==> src/rtl/npc_pkg.sv <==
// Shared NPC core definitions: XLEN, load funct3 encodings, writeback state and slot payload.
package npc_pkg;

    localparam int unsigned XLEN   = 64;
    localparam int unsigned REG_AW = 5;

    localparam logic [2:0] F3_LB  = 3'd0;
    localparam logic [2:0] F3_LH  = 3'd1;
    localparam logic [2:0] F3_LW  = 3'd2;
    localparam logic [2:0] F3_LD  = 3'd3;
    localparam logic [2:0] F3_LBU = 3'd4;
    localparam logic [2:0] F3_LHU = 3'd5;
    localparam logic [2:0] F3_LWU = 3'd6;

    typedef enum logic {
        ST_RUN  = 1'b0,
        ST_HALT = 1'b1
    } wb_state_e;

    // Registered writeback slot; we already has the x0 suppression folded in.
    typedef struct packed {
        logic              we;
        logic [REG_AW-1:0] rd;
        logic [XLEN-1:0]   data;
    } wb_slot_t;

endpackage

==> src/rtl/wb_stage_load_align.sv <==
// Load data aligner: shifts the raw memory word by the byte offset and sign/zero-extends
// to XLEN according to the load funct3.
module load_align
    import npc_pkg::*;
(
    input  logic [XLEN-1:0] in_data,
    input  logic [2:0]      in_addr_lo,
    input  logic [2:0]      in_funct3,
    output logic [XLEN-1:0] data_c
);

    logic [5:0]      w_shamt;
    logic [XLEN-1:0] w_shifted;

    assign w_shamt   = {in_addr_lo, 3'b000};
    assign w_shifted = in_data >> w_shamt;

    always_comb begin
        data_c = '0;
        case (in_funct3)
            F3_LB:   data_c = {{(XLEN-8){w_shifted[7]}},   w_shifted[7:0]};
            F3_LH:   data_c = {{(XLEN-16){w_shifted[15]}}, w_shifted[15:0]};
            F3_LW:   data_c = {{(XLEN-32){w_shifted[31]}}, w_shifted[31:0]};
            F3_LD:   data_c = w_shifted;
            F3_LBU:  data_c = {{(XLEN-8){1'b0}},  w_shifted[7:0]};
            F3_LHU:  data_c = {{(XLEN-16){1'b0}}, w_shifted[15:0]};
            F3_LWU:  data_c = {{(XLEN-32){1'b0}}, w_shifted[31:0]};
            default: data_c = '0;
        endcase
    end

endmodule

==> src/rtl/wb_stage.sv <==
// NPC writeback stage: one-deep registered slot feeding the register file write port and
// forwarding path, retire counter and ebreak halt FSM. WB_COMMIT_TRACE_EN adds commit_valid/commit_pc.
module wb_stage
    import npc_pkg::*;
(
    input  logic              clk,
    input  logic              rst_n,
    input  logic              in_valid,
    output logic              in_ready,
    input  logic [XLEN-1:0]   in_pc,
    input  logic [REG_AW-1:0] in_rd,
    input  logic              in_wen,
    input  logic [XLEN-1:0]   in_result,
    input  logic              in_is_load,
    input  logic [2:0]        in_ld_funct3,
    input  logic [2:0]        in_addr_lo,
    input  logic [XLEN-1:0]   in_ld_data,
    input  logic              in_halt,
    output logic              rf_we,
    output logic [REG_AW-1:0] rf_waddr,
    output logic [XLEN-1:0]   rf_wdata,
    output logic              fwd_valid,
    output logic [REG_AW-1:0] fwd_rd,
    output logic [XLEN-1:0]   fwd_data,
    output logic [XLEN-1:0]   retire_cnt,
    output logic              halted
`ifdef WB_COMMIT_TRACE_EN
    ,
    output logic              commit_valid,
    output logic [XLEN-1:0]   commit_pc
`endif
);

    wb_state_e       r_state;
    wb_state_e       w_state_nxt;
    wb_slot_t        r_slot;
    logic [XLEN-1:0] r_retire_cnt;
    logic [XLEN-1:0] w_ld_aligned;
    logic [XLEN-1:0] w_wb_value;
    logic            w_ready_c;
    logic            w_halted_c;
    logic            w_transfer;

    load_align u_load_align (
        .in_data    (in_ld_data),
        .in_addr_lo (in_addr_lo),
        .in_funct3  (in_ld_funct3),
        .data_c     (w_ld_aligned)
    );

    assign w_wb_value = in_is_load ? w_ld_aligned : in_result;
    assign w_transfer = in_valid && w_ready_c;

    always_ff @(posedge clk or negedge rst_n) begin
        if (!rst_n) begin
            r_state <= ST_RUN;
        end else begin
            r_state <= w_state_nxt;
        end
    end

    always_comb begin
        w_state_nxt = r_state;
        case (r_state)
            ST_RUN:  if (w_transfer && in_halt) w_state_nxt = ST_HALT;
            ST_HALT: w_state_nxt = ST_HALT;
            default: w_state_nxt = ST_RUN;
        endcase
    end

    // Ready depends on state alone so there is no in_valid -> in_ready path.
    always_comb begin
        w_ready_c  = 1'b0;
        w_halted_c = 1'b0;
        case (r_state)
            ST_RUN:  w_ready_c  = 1'b1;
            ST_HALT: w_halted_c = 1'b1;
            default: w_ready_c  = 1'b1;
        endcase
    end

    // rd/data hold their last value when the slot empties; only the write enable drops.
    always_ff @(posedge clk or negedge rst_n) begin
        if (!rst_n) begin
            r_slot <= '0;
        end else begin
            r_slot.we <= w_transfer && in_wen && (in_rd != '0);
            if (w_transfer) begin
                r_slot.rd   <= in_rd;
                r_slot.data <= w_wb_value;
            end
        end
    end

    always_ff @(posedge clk or negedge rst_n) begin
        if (!rst_n) begin
            r_retire_cnt <= '0;
        end else if (w_transfer) begin
            r_retire_cnt <= r_retire_cnt + XLEN'(1);
        end
    end

`ifdef WB_COMMIT_TRACE_EN
    logic            r_commit_valid;
    logic [XLEN-1:0] r_commit_pc;

    always_ff @(posedge clk or negedge rst_n) begin
        if (!rst_n) begin
            r_commit_valid <= 1'b0;
            r_commit_pc    <= '0;
        end else begin
            r_commit_valid <= w_transfer;
            if (w_transfer) begin
                r_commit_pc <= in_pc;
            end
        end
    end

    assign commit_valid = r_commit_valid;
    assign commit_pc    = r_commit_pc;
`else
    logic w_unused_pc;
    assign w_unused_pc = ^in_pc;
`endif

    assign in_ready   = w_ready_c;
    assign halted     = w_halted_c;
    assign rf_we      = r_slot.we;
    assign rf_waddr   = r_slot.rd;
    assign rf_wdata   = r_slot.data;
    assign fwd_valid  = r_slot.we;
    assign fwd_rd     = r_slot.rd;
    assign fwd_data   = r_slot.data;
    assign retire_cnt = r_retire_cnt;

endmodule

==> config.mk <==
export PLATFORM = sky130hd
export DESIGN_NAME = wb_stage
export DESIGN_NICKNAME = d
export VERILOG_FILES = /design/src/rtl/npc_pkg.sv /design/src/rtl/wb_stage_load_align.sv /design/src/rtl/wb_stage.sv
export SDC_FILE = /design/constraint.sdc
export NUM_CORES = 1
export LEC_CHECK = 0
export ABC_AREA = 1
export CORE_MARGIN = 10
export CORE_UTILIZATION = 40
export CTS_CLUSTER_DIAMETER = 60
export DETAILED_ROUTE_END_ITERATION = 16
export PLACE_DENSITY = 0.79
export SLEW_MARGIN = 25
export SYNTH_ARGS = -nofsm -noshare
export SYNTH_HDL_FRONTEND = slang
export SYNTH_SLANG_ARGS = --single-unit
==> constraint.sdc <==
create_clock -name clk -period 1.6 [get_ports clk]
set_input_delay 0.32 -clock clk [delete_from_list [all_inputs] [get_ports clk]]
set_output_delay 0.32 -clock clk [all_outputs]
set_load 0.02 [all_outputs]
# [Word level (Yosys, flattened, before mapping)]
# Index checks and enable logic that the tools add are counted.
[word_totals] in_bits=209 out_inout_bits=206 regBits=135 elab_cells=26
[op_classes] n_eq_ne=6 n_reduce_logical=6 bitwise_logic=1 addsub=1 mux=6 shifts=1
[op_table] op="$pmux 64 s7" count=1
[op_table] op="$add 64x1->64 const B" count=1
[op_table] op="$mux 64" count=1
[op_table] op="$shr 64x6->64" count=1
[op_table] op="$eq 3x3->1 const B" count=3
[op_table] op="$eq 3x2->1 const B" count=2
[op_table] op="$reduce_bool 5->1" count=1
[op_table] op="$logic_and 1x1->1" count=4
[op_table] op="$eq 3x1->1 const B" count=1
[op_table] op="$logic_not 3->1" count=1
[op_table] op="$mux 1" count=3
[op_table] op="$pmux 1 s2" count=1
[op_table] op="$not 1->1" count=1

# [Depth between registers and ports, before layout]
[depth] ltp_word=5 mapped_depth=14 depth_no_buf=12

# [Cells and area by module]
# From an unflattened synthesis, not the netlist that was laid out.
[hier_totals] cells_unflattened=1446 area_unflattened_um2=9759.4
[modules_own_cells] mod="wb_stage" seq_area_each_um2=3378.2 area_per_inst_um2=7324.5 cells_each=939 instances=1
[modules_own_cells] mod="load_align" seq_area_each_um2=0.0 area_per_inst_um2=2434.8 cells_each=507 instances=1

# [Least setup slack after synthesis]
# No wires, ideal clock.
[synth_timing] path_type="flip-flop to flip-flop" from="reg r_retire_cnt[0] (netlist: retire_cnt[0])" to="reg r_retire_cnt[44] (netlist: retire_cnt[44])" setup_time_ns=0.122 period_less_slack_ns=1.823 stages_incl_launch_ff=10 setup_slack_ns=-0.223 t_required_ns=1.478 t_arrival_ns=1.701 path_buffers=0 cell_sequence="dfrtp_1 > ha_1 > nand3_1 > inv_1 > nand2_1 > nor2_4 > nand2_1 > nor3_4 > nand2_1 > xor2_1"
[synth_between] elab_chain_cells=1
[synth_rtl] element="from (decl)" line_no="wb_stage.sv:37" text="logic [XLEN-1:0] r_retire_cnt;"
[synth_rtl] element="from (signal assigned)" line_no="wb_stage.sv:99" text="r_retire_cnt <= r_retire_cnt + XLEN'(1);"
[synth_rtl] element="$add 64x1->64" line_no="wb_stage.sv:99"
# No other way between the ends.
# A chain may end at the register's enable or synchronous reset.

# [Worst setup path after layout]
[layout_timing] from="reg r_retire_cnt[26] (netlist: retire_cnt[26])" to="reg r_retire_cnt[47] (netlist: retire_cnt[47])"
# The elaborated chain is that of the path after synthesis.

==> flow_metrics.py <==
metrics = {
    "status": {
        "status": "finished with violations",
        "violations": "setup timing",
    },
    "cells_and_area": {
        "register_area_mm2": 0.00341,
        "diodes": 0,
        "area_growth_pct": 64.1,
        "final_cells": 2340,
        "drive_above_1_share": 0.298,
        "multi_input_area_mm2": 0.00605,
        "fillers": 2074,
        "nets": 2213,
    },
    "floorplan": {
        "die_w_um": 179,
        "die_height_um": 179,
        "dieArea_mm2": 0.0319,
        "coreArea_mm2": 0.0245,
        "boundaryPins": 415,
        "placementRows": 57,
        "start_util": 0.410,
    },
    "synth": {
        "syn_avg_cell_area_um2": 6.70,
        "synth_top_area_frac": 0.336,
        "synth_fp_nets": 1711,
        "synth_edf_count": 0,
        "yosysTopAreaCell": "dfrtp_1",
        "syn_area_mm2": 0.0100,
        "ys_seq_area_frac": 0.336,
        "yosys-top-cells-area": "dfrtp_1, nand2_1, a21oi_1",
        "ys_warn_count": 0,
        "synth_ff_type": "dfrtp_1",
        "ys_ff_latch": 135,
        "async_reset_ff_frac": 1.00,
        "syn_inst": 1501,
        "synth.distinct_cells": 40,
    },
    "cts": {
        "cts_tree": "built",
        "path_clk_slew_ps": 60,
        "root_buffer": "clkbuf_16",
        "insertion_delay_ps": 440,
        "cts_buffers": 17,
        "clock-sinks": 135,
        "cts_buffer_depth": 2,
        "htree_levels": 4,
    },
    "drt": {
        "drtIter0Drc": 1280,
        "drcViolationCount": 0,
        "drt_first_pass_iters": 5,
        "drt_wl_total_um": 48100,
        "ant_nets": 0,
        "vias_per_cell": 5.40,
        "avgRoutedWirePerCell_um": 20.5,
        "via_count": 12628,
    },
    "hold_path": {
        "whs_endpoint": "fwd_data[63]",
        "worstHoldStart": "in_is_load",
        "min_path_cells": 3,
        "hold_path.class": "input port to flop",
    },
    "critical_path": {
        "rr_startpoint": "retire_cnt[26]",
        "startpoint": "retire_cnt[26]",
        "worstPathCellList": "buf_4 -> inv_1 -> nor3_2 -> nand2_1 -> nand3b_1 -> inv_2 -> nand2_4 -> o21ai_2 -> nand2_1",
        "cpLargestDelayFamily": "simple AND/OR/NAND/NOR gates",
        "worstPathArrival_ps": 2120,
        "cp-end-kind": "flop",
        "critPathMaxStageDelay_ps": 420,
        "critical_path_class": "flop to flop",
        "cpMostUsedCell": "nand2_1",
        "r2r_slack_ps": -200,
        "start_kind": "flop",
        "required_ps": 1920,
        "worst-r2r-cell-count": 9,
        "cpMaxStageDelayCell": "dfrtp_1",
        "crit_fanout": 3,
        "crit_buf_inv": 3,
        "reg2reg_to": "retire_cnt[47]",
    },
    "sta": {
        "skew_ps": 15.7,
        "fmax_ghz": 0.555,
        "fin_crit_ps": 1800,
        "tightest_slew_ps": 553,
        "finalSetupViolCount": 39,
        "hold_violations": 0,
        "tns_ps": -2860,
        "fin_crit_sh": 1.13,
        "fin_ws_ps": -202,
        "maxSlewHeadroom": 0.631,
        "grt_setup_unrepaired": "yes",
        "maxSlewViolCount": 0,
    },
    "global_route": {
        "met1_usage": 0.320,
        "grt_pass1_vias": 12469,
        "grt_antenna_before_repair": 1,
        "grt_max_degree": 94,
        "grt_util_met2": 0.474,
        "grt_first_pass_wirelength_um": 69300,
        "busiest_layer": "met2",
        "gr-total-overflow": 0,
        "grt_use_met3": 0.0793,
        "track_usage": 0.277,
    },
    "power": {
        "powerDensity_mw_per_mm2": 576,
        "p_leak_nw": 8.53,
        "peakVddDrop_uv": 649,
    },
    "place": {
        "portBuffers": 350,
        "place.gp.congestion": 0.980,
        "dp_hpwl_um": 35400,
        "dp.cells": 2273,
    },
    "run": {
        "cap_viol_max_count": 0,
    },
}
[synthesized netlist by cell type (8+ instances only)]
master	count
xnor2_1	13
dfrtp_1	135
inv_2	9
or2_2	16
nand3_1	77
nand2_2	8
nor2_1	163
buf_4	73
a21oi_2	10
nand2_1	422
inv_1	98
xor2_1	34
o21ai_1	21
clkbuf_1	35
nor3_1	28
o211ai_1	18
a21oi_1	137
o21ai_0	72
buf_2	27
nand4_1	52
[worst reg2reg max path, stage by stage, from the launching register on]
cell	delay (ps)
dfrtp_1	420
buf_4	170
inv_1	70
nor3_2	210
nand2_1	110
nand3b_1	310
inv_2	170
nand2_4	80
o21ai_2	110
nand2_1	60
[cells by family after synthesis]
logic type | Yosys count | share of synthesized area
buf+inv | 257 | 0.132
simple gates | 794 | 0.345
flops | 135 | 0.336
xor+xnor | 47 | 0.0410
fa+ha+maj | 1 | 0.00124
compound gates | 267 | 0.144
[power by group]
group | leakage, nW | switching (mW) | internal [mW]
Sequential | 1.74 | 0 | 3.41
Clock | 0.311 | 1.72 | 2.78
Combinational | 6.48 | 0.817 | 0.758
[registers in the layout (all words and copies together), names as in the netlist]
register / count
retire_cnt: 64
fwd_data: 64
r_state: 1
fwd_valid: 1
fwd_rd: 5
[cell type report]
type                    instances  area share
multi-input cells            1109       0.367
repair buffers                631       0.337
flip-flops and latches        135       0.207
clock buffers                  18      0.0260
inverters                     109      0.0252
well taps                     324      0.0246
clock inverters                14      0.0135
[through the flow]
step | hold WS [ps] | util | area [um^2] | setup slack, ps | total power, mW
after floorplan | 24.4 | - | 10100 | -71.7 | 4.09
after global placement | 211 | 0.616 | 15100 | -551 | 5.00
after detailed placement | 210 | 0.616 | 15100 | -547 | 5.00
after CTS | 209 | 0.652 | 16000 | -75.4 | 9.47
after global routing | 247 | 0.672 | 16500 | -262 | 9.81
final | 231 | 0.672 | 16500 | -202 | 9.49
[routing by layer]
layer  share of wire  vias to the layer above
met5         0.00027                        -
met2            0.48                      755
met4           0.047                        2
li1                -                     5836
met3            0.10                      158
met1            0.36                     5877
[layout by cell type (no fill, tap or decap), types with 17 or more instances in the layout]
| master | n |
|---|---|
| xor2_1 | 34 |
| o211ai_1 | 18 |
| clkbuf_16 | 18 |
| a21oi_1 | 133 |
| dfrtp_2 | 23 |
| buf_4 | 250 |
| nand3_2 | 17 |
| o21ai_1 | 28 |
| nand3_1 | 64 |
| nand2_2 | 30 |
| nor2_1 | 117 |
| dfrtp_1 | 112 |
| inv_1 | 78 |
| buf_2 | 21 |
| o21ai_0 | 60 |
| nand2_1 | 387 |
| nor2_2 | 30 |
| buf_6 | 23 |
| clkdlybuf4s50_1 | 133 |
| nor2_4 | 21 |
| inv_2 | 27 |
| nand4_1 | 52 |
| dlygate4sd2_1 | 158 |
[worst max path at each step]
stage,endpoint,slack (ps),depth (start not counted)
floorplan,retire_cnt[42],-70,10
global route,retire_cnt[42],-260,10
finish,retire_cnt[47],-200,9
detailed placement,fwd_data[23],-550,9
CTS,retire_cnt[58],-80,10
global placement,fwd_data[31],-550,9
[timing repair]
action,in CTS,in global routing
setup endpoints to repair,256,137
pin swaps,27,43
buffers inserted,15,21
hold buffers,1,0
gates resized for setup,389,201
gates cloned,1,1
hold endpoints to repair,19,0
No activity file was read; power rests on OpenSTA's default activity.
